## src/rtl/rv_alu_issue_pkg.sv

```systemverilog
// Shared types for the RV32I ALU issue stage: ALUCtrl encoding, opcode/funct fields, issue payload.
// Pure declarations and one decode helper; no timing or handshake of its own.
package rv_alu_pkg;

  localparam int XLEN = 32;

  typedef enum logic [3:0] {
    ALU_AND  = 4'b0000,
    ALU_OR   = 4'b0001,
    ALU_ADD  = 4'b0010,
    ALU_SLTU = 4'b0011,
    ALU_SLT  = 4'b0100,
    ALU_BLTU = 4'b0101,
    ALU_SUB  = 4'b0110,
    ALU_BGEU = 4'b0111,
    ALU_SLL  = 4'b1000,
    ALU_XOR  = 4'b1001,
    ALU_SRL  = 4'b1010,
    ALU_SRA  = 4'b1011,
    ALU_BEQ  = 4'b1100,
    ALU_BNE  = 4'b1101,
    ALU_BLT  = 4'b1110,
    ALU_BGE  = 4'b1111
  } alu_ctrl_e;

  localparam logic [6:0] OPC_OP     = 7'b0110011;
  localparam logic [6:0] OPC_OP_IMM = 7'b0010011;
  localparam logic [6:0] OPC_LOAD   = 7'b0000011;
  localparam logic [6:0] OPC_STORE  = 7'b0100011;
  localparam logic [6:0] OPC_BRANCH = 7'b1100011;
  localparam logic [6:0] OPC_LUI    = 7'b0110111;
  localparam logic [6:0] OPC_AUIPC  = 7'b0010111;
  localparam logic [6:0] OPC_JAL    = 7'b1101111;
  localparam logic [6:0] OPC_JALR   = 7'b1100111;

  localparam logic [2:0] F3_ADD_SUB = 3'b000;
  localparam logic [2:0] F3_SLL     = 3'b001;
  localparam logic [2:0] F3_SLT     = 3'b010;
  localparam logic [2:0] F3_SLTU    = 3'b011;
  localparam logic [2:0] F3_XOR     = 3'b100;
  localparam logic [2:0] F3_SRL_SRA = 3'b101;
  localparam logic [2:0] F3_OR      = 3'b110;
  localparam logic [2:0] F3_AND     = 3'b111;

  localparam logic [2:0] F3_BEQ  = 3'b000;
  localparam logic [2:0] F3_BNE  = 3'b001;
  localparam logic [2:0] F3_BLT  = 3'b100;
  localparam logic [2:0] F3_BGE  = 3'b101;
  localparam logic [2:0] F3_BLTU = 3'b110;
  localparam logic [2:0] F3_BGEU = 3'b111;

  localparam logic [6:0] F7_BASE = 7'b0000000;
  localparam logic [6:0] F7_ALT  = 7'b0100000;

  typedef struct packed {
    logic [XLEN-1:0] alu_a;
    logic [XLEN-1:0] alu_b;
    alu_ctrl_e       alu_ctrl;
    logic [4:0]      rd;
    logic            reg_write;
    logic            is_branch;
    logic            illegal;
  } issue_t;

  // Shared by OP and OP-IMM; alt selects SUB/SRA and must be 0 for immediate arithmetic.
  function automatic alu_ctrl_e op_ctrl(input logic [2:0] f3, input logic alt);
    alu_ctrl_e r;
    case (f3)
      F3_ADD_SUB: r = alt ? ALU_SUB : ALU_ADD;
      F3_SLL:     r = ALU_SLL;
      F3_SLT:     r = ALU_SLT;
      F3_SLTU:    r = ALU_SLTU;
      F3_XOR:     r = ALU_XOR;
      F3_SRL_SRA: r = alt ? ALU_SRA : ALU_SRL;
      F3_OR:      r = ALU_OR;
      default:    r = ALU_AND;
    endcase
    return r;
  endfunction

endpackage

```

## src/rtl/rv_alu_issue_if.sv

```systemverilog
// Issue-stage bus: input valid/ready with instruction and operands, output valid/ready with ALU payload.
// master drives instructions and consumes results; slave is the issue stage itself.
interface rv_alu_issue_if #(
  parameter int WIDTH = 32
);
  logic             flush;
  logic             in_valid;
  logic             in_ready;
  logic [31:0]      instr;
  logic [WIDTH-1:0] pc;
  logic [WIDTH-1:0] rs1_data;
  logic [WIDTH-1:0] rs2_data;
  logic             out_valid;
  logic             out_ready;
  logic [WIDTH-1:0] alu_a;
  logic [WIDTH-1:0] alu_b;
  logic [3:0]       alu_ctrl;
  logic [4:0]       rd;
  logic             reg_write;
  logic             is_branch;
  logic             illegal;

  modport master (
    output flush, in_valid, instr, pc, rs1_data, rs2_data, out_ready,
    input  in_ready, out_valid, alu_a, alu_b, alu_ctrl, rd, reg_write, is_branch, illegal
  );

  modport slave (
    input  flush, in_valid, instr, pc, rs1_data, rs2_data, out_ready,
    output in_ready, out_valid, alu_a, alu_b, alu_ctrl, rd, reg_write, is_branch, illegal
  );
endinterface

```

## src/rtl/rv_alu_issue_decode.sv

```systemverilog
// Combinational RV32I decode into ALUCtrl plus operand pair; zero latency.
// Undecodable encodings collapse to a harmless ADD 0,0 with illegal set and no write-back.
module rv_alu_decode
  import rv_alu_pkg::*;
#(
  parameter int WIDTH = 32
) (
  input  logic [31:0]      instr,
  input  logic [WIDTH-1:0] pc,
  input  logic [WIDTH-1:0] rs1_data,
  input  logic [WIDTH-1:0] rs2_data,
  output issue_t           issue
);

  logic [6:0]  opcode;
  logic [2:0]  funct3;
  logic [6:0]  funct7;
  logic [31:0] imm_i;
  logic [31:0] imm_s;
  logic [31:0] imm_u;
  logic [31:0] shamt_b;
  logic        f7_base;
  logic        f7_alt;
  logic        f7_ok;
  logic        is_shift;
  logic        bad;
  issue_t      dec;

  assign opcode  = instr[6:0];
  assign funct3  = instr[14:12];
  assign funct7  = instr[31:25];
  assign imm_i   = {{20{instr[31]}}, instr[31:20]};
  assign imm_s   = {{20{instr[31]}}, instr[31:25], instr[11:7]};
  assign imm_u   = {instr[31:12], 12'b0};
  assign shamt_b = {27'b0, instr[24:20]};
  assign f7_base = (funct7 == F7_BASE);
  assign f7_alt  = (funct7 == F7_ALT);
  // The alternate funct7 is only meaningful for ADD/SUB and SRL/SRA.
  assign f7_ok    = f7_base || (f7_alt && (funct3 == F3_ADD_SUB || funct3 == F3_SRL_SRA));
  assign is_shift = (funct3 == F3_SLL) || (funct3 == F3_SRL_SRA);

  always_comb begin
    dec          = '0;
    dec.alu_ctrl = ALU_ADD;
    dec.rd       = instr[11:7];
    bad          = 1'b0;
    case (opcode)
      OPC_OP: begin
        dec.alu_a     = rs1_data;
        dec.alu_b     = rs2_data;
        dec.alu_ctrl  = op_ctrl(funct3, f7_alt);
        dec.reg_write = 1'b1;
        bad           = !f7_ok;
      end
      OPC_OP_IMM: begin
        dec.alu_a     = rs1_data;
        dec.reg_write = 1'b1;
        if (is_shift) begin
          dec.alu_b    = shamt_b;
          dec.alu_ctrl = op_ctrl(funct3, f7_alt);
          bad          = !f7_ok;
        end else begin
          dec.alu_b    = imm_i;
          dec.alu_ctrl = op_ctrl(funct3, 1'b0);
        end
      end
      OPC_LOAD: begin
        dec.alu_a     = rs1_data;
        dec.alu_b     = imm_i;
        dec.reg_write = 1'b1;
      end
      OPC_STORE: begin
        dec.alu_a = rs1_data;
        dec.alu_b = imm_s;
      end
      OPC_BRANCH: begin
        dec.alu_a     = rs1_data;
        dec.alu_b     = rs2_data;
        dec.is_branch = 1'b1;
        case (funct3)
          F3_BEQ:  dec.alu_ctrl = ALU_BEQ;
          F3_BNE:  dec.alu_ctrl = ALU_BNE;
          F3_BLT:  dec.alu_ctrl = ALU_BLT;
          F3_BGE:  dec.alu_ctrl = ALU_BGE;
          F3_BLTU: dec.alu_ctrl = ALU_BLTU;
          F3_BGEU: dec.alu_ctrl = ALU_BGEU;
          default: bad = 1'b1;
        endcase
      end
      OPC_LUI: begin
        dec.alu_b     = imm_u;
        dec.reg_write = 1'b1;
      end
      OPC_AUIPC: begin
        dec.alu_a     = pc;
        dec.alu_b     = imm_u;
        dec.reg_write = 1'b1;
      end
      OPC_JAL, OPC_JALR: begin
        // ALU forms the link address pc+4; the jump target is handled elsewhere.
        dec.alu_a     = pc;
        dec.alu_b     = 32'd4;
        dec.reg_write = 1'b1;
      end
      default: bad = 1'b1;
    endcase

    if (bad) begin
      dec.alu_a     = '0;
      dec.alu_b     = '0;
      dec.alu_ctrl  = ALU_ADD;
      dec.reg_write = 1'b0;
      dec.is_branch = 1'b0;
      dec.illegal   = 1'b1;
    end
    if (dec.rd == 5'd0) begin
      dec.reg_write = 1'b0;
    end
    issue = dec;
  end

endmodule

```

## src/rtl/rv_alu_issue.sv

```systemverilog
// Decode-to-execute issue stage: decode then a two-entry skid buffer; 1-cycle latency, full throughput.
// in_ready comes only from skid occupancy, so upstream never sees a combinational path from out_ready.
module rv_alu_issue
  import rv_alu_pkg::*;
#(
  parameter int WIDTH = 32
) (
  input logic           clk,
  input logic           rst_n,
  rv_alu_issue_if.slave bus
);

  issue_t dec;
  issue_t out_d;
  issue_t out_q;
  issue_t skid_d;
  issue_t skid_q;
  logic   out_vld_d;
  logic   out_vld_q;
  logic   skid_vld_d;
  logic   skid_vld_q;
  logic   in_fire;
  logic   out_fire;

  rv_alu_decode #(
    .WIDTH (WIDTH)
  ) u_decode (
    .instr    (bus.instr),
    .pc       (bus.pc),
    .rs1_data (bus.rs1_data),
    .rs2_data (bus.rs2_data),
    .issue    (dec)
  );

  assign in_fire  = bus.in_valid && !skid_vld_q;
  assign out_fire = out_vld_q && bus.out_ready;

  always_comb begin
    out_d      = out_q;
    skid_d     = skid_q;
    out_vld_d  = out_vld_q;
    skid_vld_d = skid_vld_q;
    if (bus.flush) begin
      out_vld_d  = 1'b0;
      skid_vld_d = 1'b0;
    end else if (!out_vld_q || out_fire) begin
      // Output slot frees up: the older skid entry always wins over new input to keep FIFO order.
      if (skid_vld_q) begin
        out_d      = skid_q;
        out_vld_d  = 1'b1;
        skid_vld_d = 1'b0;
      end else if (in_fire) begin
        out_d     = dec;
        out_vld_d = 1'b1;
      end else begin
        out_vld_d = 1'b0;
      end
    end else if (in_fire) begin
      skid_d     = dec;
      skid_vld_d = 1'b1;
    end
  end

  always_ff @(posedge clk) begin
    if (!rst_n) begin
      out_q      <= '0;
      skid_q     <= '0;
      out_vld_q  <= 1'b0;
      skid_vld_q <= 1'b0;
    end else begin
      out_q      <= out_d;
      skid_q     <= skid_d;
      out_vld_q  <= out_vld_d;
      skid_vld_q <= skid_vld_d;
    end
  end

  assign bus.in_ready  = !skid_vld_q;
  assign bus.out_valid = out_vld_q;
  assign bus.alu_a     = out_q.alu_a;
  assign bus.alu_b     = out_q.alu_b;
  assign bus.alu_ctrl  = out_q.alu_ctrl;
  assign bus.rd        = out_q.rd;
  assign bus.reg_write = out_q.reg_write;
  assign bus.is_branch = out_q.is_branch;
  assign bus.illegal   = out_q.illegal;

endmodule

```

## src/flat_wrapper.sv

```systemverilog
// flat-port wrapper written by rule: the top's interface ports become plain ports
module rv_alu_issue_flat import rv_alu_pkg::*;
#(
  parameter int WIDTH = 32
)
  (clk, rst_n, bus_flush, bus_in_valid, bus_instr, bus_pc, bus_rs1_data, bus_rs2_data, bus_out_ready, bus_in_ready, bus_out_valid, bus_alu_a, bus_alu_b, bus_alu_ctrl, bus_rd, bus_reg_write, bus_is_branch, bus_illegal);
  rv_alu_issue_if #(.WIDTH(WIDTH)) bus_i ();
  input logic clk;
  input logic rst_n;
  input wire logic [$bits(bus_i.flush)-1:0] bus_flush;
  input wire logic [$bits(bus_i.in_valid)-1:0] bus_in_valid;
  input wire logic [$bits(bus_i.instr)-1:0] bus_instr;
  input wire logic [$bits(bus_i.pc)-1:0] bus_pc;
  input wire logic [$bits(bus_i.rs1_data)-1:0] bus_rs1_data;
  input wire logic [$bits(bus_i.rs2_data)-1:0] bus_rs2_data;
  input wire logic [$bits(bus_i.out_ready)-1:0] bus_out_ready;
  output wire logic [$bits(bus_i.in_ready)-1:0] bus_in_ready;
  output wire logic [$bits(bus_i.out_valid)-1:0] bus_out_valid;
  output wire logic [$bits(bus_i.alu_a)-1:0] bus_alu_a;
  output wire logic [$bits(bus_i.alu_b)-1:0] bus_alu_b;
  output wire logic [$bits(bus_i.alu_ctrl)-1:0] bus_alu_ctrl;
  output wire logic [$bits(bus_i.rd)-1:0] bus_rd;
  output wire logic [$bits(bus_i.reg_write)-1:0] bus_reg_write;
  output wire logic [$bits(bus_i.is_branch)-1:0] bus_is_branch;
  output wire logic [$bits(bus_i.illegal)-1:0] bus_illegal;
  assign bus_i.flush = bus_flush;
  assign bus_i.in_valid = bus_in_valid;
  assign bus_i.instr = bus_instr;
  assign bus_i.pc = bus_pc;
  assign bus_i.rs1_data = bus_rs1_data;
  assign bus_i.rs2_data = bus_rs2_data;
  assign bus_i.out_ready = bus_out_ready;
  assign bus_in_ready = bus_i.in_ready;
  assign bus_out_valid = bus_i.out_valid;
  assign bus_alu_a = bus_i.alu_a;
  assign bus_alu_b = bus_i.alu_b;
  assign bus_alu_ctrl = bus_i.alu_ctrl;
  assign bus_rd = bus_i.rd;
  assign bus_reg_write = bus_i.reg_write;
  assign bus_is_branch = bus_i.is_branch;
  assign bus_illegal = bus_i.illegal;
  rv_alu_issue #(.WIDTH(WIDTH)) u_core (.clk(clk), .rst_n(rst_n), .bus(bus_i));
endmodule
```

## config.mk

```make
export PLATFORM = sky130hd
export DESIGN_NAME = rv_alu_issue_flat
export DESIGN_NICKNAME = d
export VERILOG_FILES = /design/src/rtl/rv_alu_issue_pkg.sv /design/src/rtl/rv_alu_issue_if.sv /design/src/rtl/rv_alu_issue_decode.sv /design/src/rtl/rv_alu_issue.sv /design/src/flat_wrapper.sv
export SDC_FILE = /design/constraint.sdc
export NUM_CORES = 1
export LEC_CHECK = 0
export ABC_AREA = 1
export BUFFER_PORTS_ARGS = -buffer_cell sky130_fd_sc_hd__buf_2
export CAP_MARGIN = 20
export CORE_AREA = 2 2 125 127
export CTS_CLUSTER_DIAMETER = 200
export DETAILED_ROUTE_END_ITERATION = 10
export DIE_AREA = 0 0 127 129
export PLACE_DENSITY_LB_ADDON = 0.3
export SLEW_MARGIN = 20
export SYNTH_ARGS = -nofsm -noshare
export SYNTH_HDL_FRONTEND = slang
export SYNTH_SLANG_ARGS = --single-unit
```

## constraint.sdc

```tcl
create_clock -name clk -period 2.1 [get_ports clk]
set_input_delay 0.21 -clock clk [delete_from_list [all_inputs] [get_ports clk]]
set_output_delay 0.21 -clock clk [all_outputs]
set_load 0.02 [all_outputs]
```

==> metrics <==
DIE HEIGHT around 130 µm; Largest delay share family, worst path buffers and inverters; worst relative slew slack 0.595; CTS tree built; Leakage around 5.1 nW; port bufs 210; Final Cycle Share 0.938; # hold bufs at CTS 0; Max Fanout on Critical Path about 150; routed wire length per instance ~14 µm; Post-CTS Setup Bufs 0; Mapped Cells roughly 1.2k; Initial Utilization 0.520; Post-synth top cells nand2_1, nor2_1, dfxtp_1; multi-input logic area about 4000 µm²; worst path bufs/invs 3; Clock Pin Slew Worst Setup and Hold Paths roughly 0.06 ns; final WL roughly 22 mm; Rows 45; clock sink total between 150 and 200; asr flop ratio synth 0; Levels on crit path 3; Worst-Margin Slew 0.607 ns; Worst R2R End u_core.bus.alu_a[21]; Fin. Hold Viols 0; Finished Cell Area just under 10000 µm²; gr usage total 0.271; clk_lat worst skew ~0.42 ns; Clock Skew ~0.0074 ns; drt first-iter violations between 500 and 600; Mapped Area ~7800 µm²; CP max-delay cell buf_12; DR DRC count 0; crit path to bus_in_ready; Nets about 1.5k; total power 0.00676 W; final setup vio count 0; total number of H-tree levels 4; Vias about 8.4k; Pre-antenna DRT Iters 5; vias per cell around 5.2; post-cts repair resize count 0; CP Class flop to primary output; synthesized flop and latch total about 150; IO Count between 200 and 250; root buffer cell clkbuf_16; CTS buffer count 17; Layout area overhead 23.9%; max cap viols 0; gpl congestion between 0.8 and 0.9; most area-consuming cells after synthesis dfxtp_1, nand2_1, a21oi_1, o21ai_0, nor2_1; worst-case clock buffer depth 2; crit path DAT between 1.5 and 2 ns; worst path cell trace inv_4, buf_12, buf_2; Setup TNS 0 ns; Worst Path Required 1.89 ns; Die Width about 130 µm; EDFF count, synth 0; Worst Setup End Kind primary output; top cell type's share of synthesized area 0.396; top_reg_cell synth dfxtp_1; P per Cell Area ~700 nW/µm²; worst ir drop on vdd between 500 and 600 µV; filler cell count about 1.4k; Worst R2R Path Depth 7; Yosys top cell by area dfxtp_1; vias in the first global route between 7k and 8k; Seq/Total Area, Yosys 0.396; first-pass GRT wire length approximately 36 mm; Synth Net Count approximately 1.4k; die area 16400 µm²; yosys warns 0; CP startpoint u_core.skid_vld_q; Cell Area, Placed approximately 9000 µm²; Crit path largest cell delay around 0.47 ns; most numerous cell in the Yosys netlist nand2_1; core box area about 15000 µm²; initial antenna violation count 2; synthesized area per cell roughly 6.3 µm²; status completed; achievable clock frequency approximately 510 MHz; post-route minimum period between 1.5 and 2 ns; hold crit path type primary input to flop; R2R setup slack roughly 0.29 ns; remaining antenna violation count 0; worst r2r src u_core.skid_vld_q; grt ovf 0; Final Slew Violations 0; Worst Setup Start Kind flop; proportion of layout cells with a drive suffix above 1 0.209; Reg area 3080 µm²; Synth cell types 26; Final HPWL DP ~15 mm; largest net degree at the start of global routing 147; RSZ-0062 raised after global routing false
worst min path at each step:
stage                         startpoint  slack, ns                   end  cells after the start
CTS                        bus_instr[11]       0.05      u_core.bus.rd[4]                      3
finish                     bus_instr[11]       0.07      u_core.bus.rd[4]                      3
detailed placement  u_core.bus.alu_a[23]       0.45  u_core.bus.alu_a[23]                      2
global route               bus_instr[11]       0.07      u_core.bus.rd[4]                      3
global placement    u_core.bus.alu_b[19]       0.45  u_core.bus.alu_b[19]                      2
floorplan                   bus_instr[8]       0.35      u_core.skid_q[4]                      2
metrics by stage:
stage          instances  hold WS (ns)   util  worst slack [ns]
2_1_floorplan       1238         0.353      -             0.522
3_3_place_gp        1577         0.449  0.601             0.236
3_5_place_dp        1577         0.452  0.601             0.186
4_1_cts             1607        0.0483  0.643             0.116
5_1_grt             1607        0.0684  0.643            0.0302
6_report            1609        0.0664  0.644             0.130
registers in the layout, summed over array words and instances, names as in the netlist:
name	cells
u_core.bus.alu_ctrl	4
u_core.skid_vld_q	1
u_core.bus.illegal	1
u_core.bus.rd	5
u_core.bus.out_valid	1
u_core.bus.is_branch	1
u_core.bus.alu_a	32
u_core.skid_q	76
u_core.bus.reg_write	1
u_core.bus.alu_b	32
kinds of logic after synthesis:
logic type      synth area share
simple gates               0.306
compound gates             0.208
flops                      0.396
buf+inv                   0.0899
power by group:
group	internal [W]	switching (W)	leakage, nW	total, W
Sequential	0.00296	0.0000165	1.24	0.00297
Combinational	0.000199	0.000339	3.51	0.000538
Clock	0.00208	0.00117	0.308	0.00325
final cells by class:
| class | count | share of cell area |
|---|---|---|
| multi-input cells | 921 | 0.416 |
| flip-flops and latches | 154 | 0.320 |
| repair buffers | 238 | 0.144 |
| clock buffers | 25 | 0.0545 |
| inverters | 76 | 0.0305 |
| well taps | 188 | 0.0244 |
| clock inverters | 5 | 0.0110 |
| diodes | 2 | 0.000519 |
worst register-to-register path: cells and delay by family (launching register included):
family / cells / cell delay [ns]
AO/OA/AOI/OAI: 1 / 0.12
buffers and inverters: 2 / 0.35
AND/OR/NAND/NOR: 4 / 0.69
flip-flops: 1 / 0.57
layer usage:
metal,up-vias,GRT usage,wire length (µm)
met5,-,0,0
met4,0,0.0950,509
met3,41,0.0699,1680
met2,286,0.453,10400
met1,3743,0.341,9480
li1,4300,-,-
cells in the final DEF (no fill, tap or decap), types with 4 or more instances in the layout:
| cell | instances |
|---|---|
| nor2_2 | 4 |
| nand2_1 | 390 |
| clkbuf_8 | 7 |
| o21ai_1 | 13 |
| a21oi_1 | 149 |
| nand2_2 | 4 |
| nor2_1 | 166 |
| nand3_1 | 38 |
| inv_1 | 69 |
| o21ai_2 | 12 |
| buf_12 | 10 |
| buf_4 | 18 |
| o21ai_0 | 130 |
| clkbuf_16 | 17 |
| a31oi_1 | 5 |
| buf_2 | 210 |
| dfxtp_1 | 154 |
(Power assumes the default switching activity.)
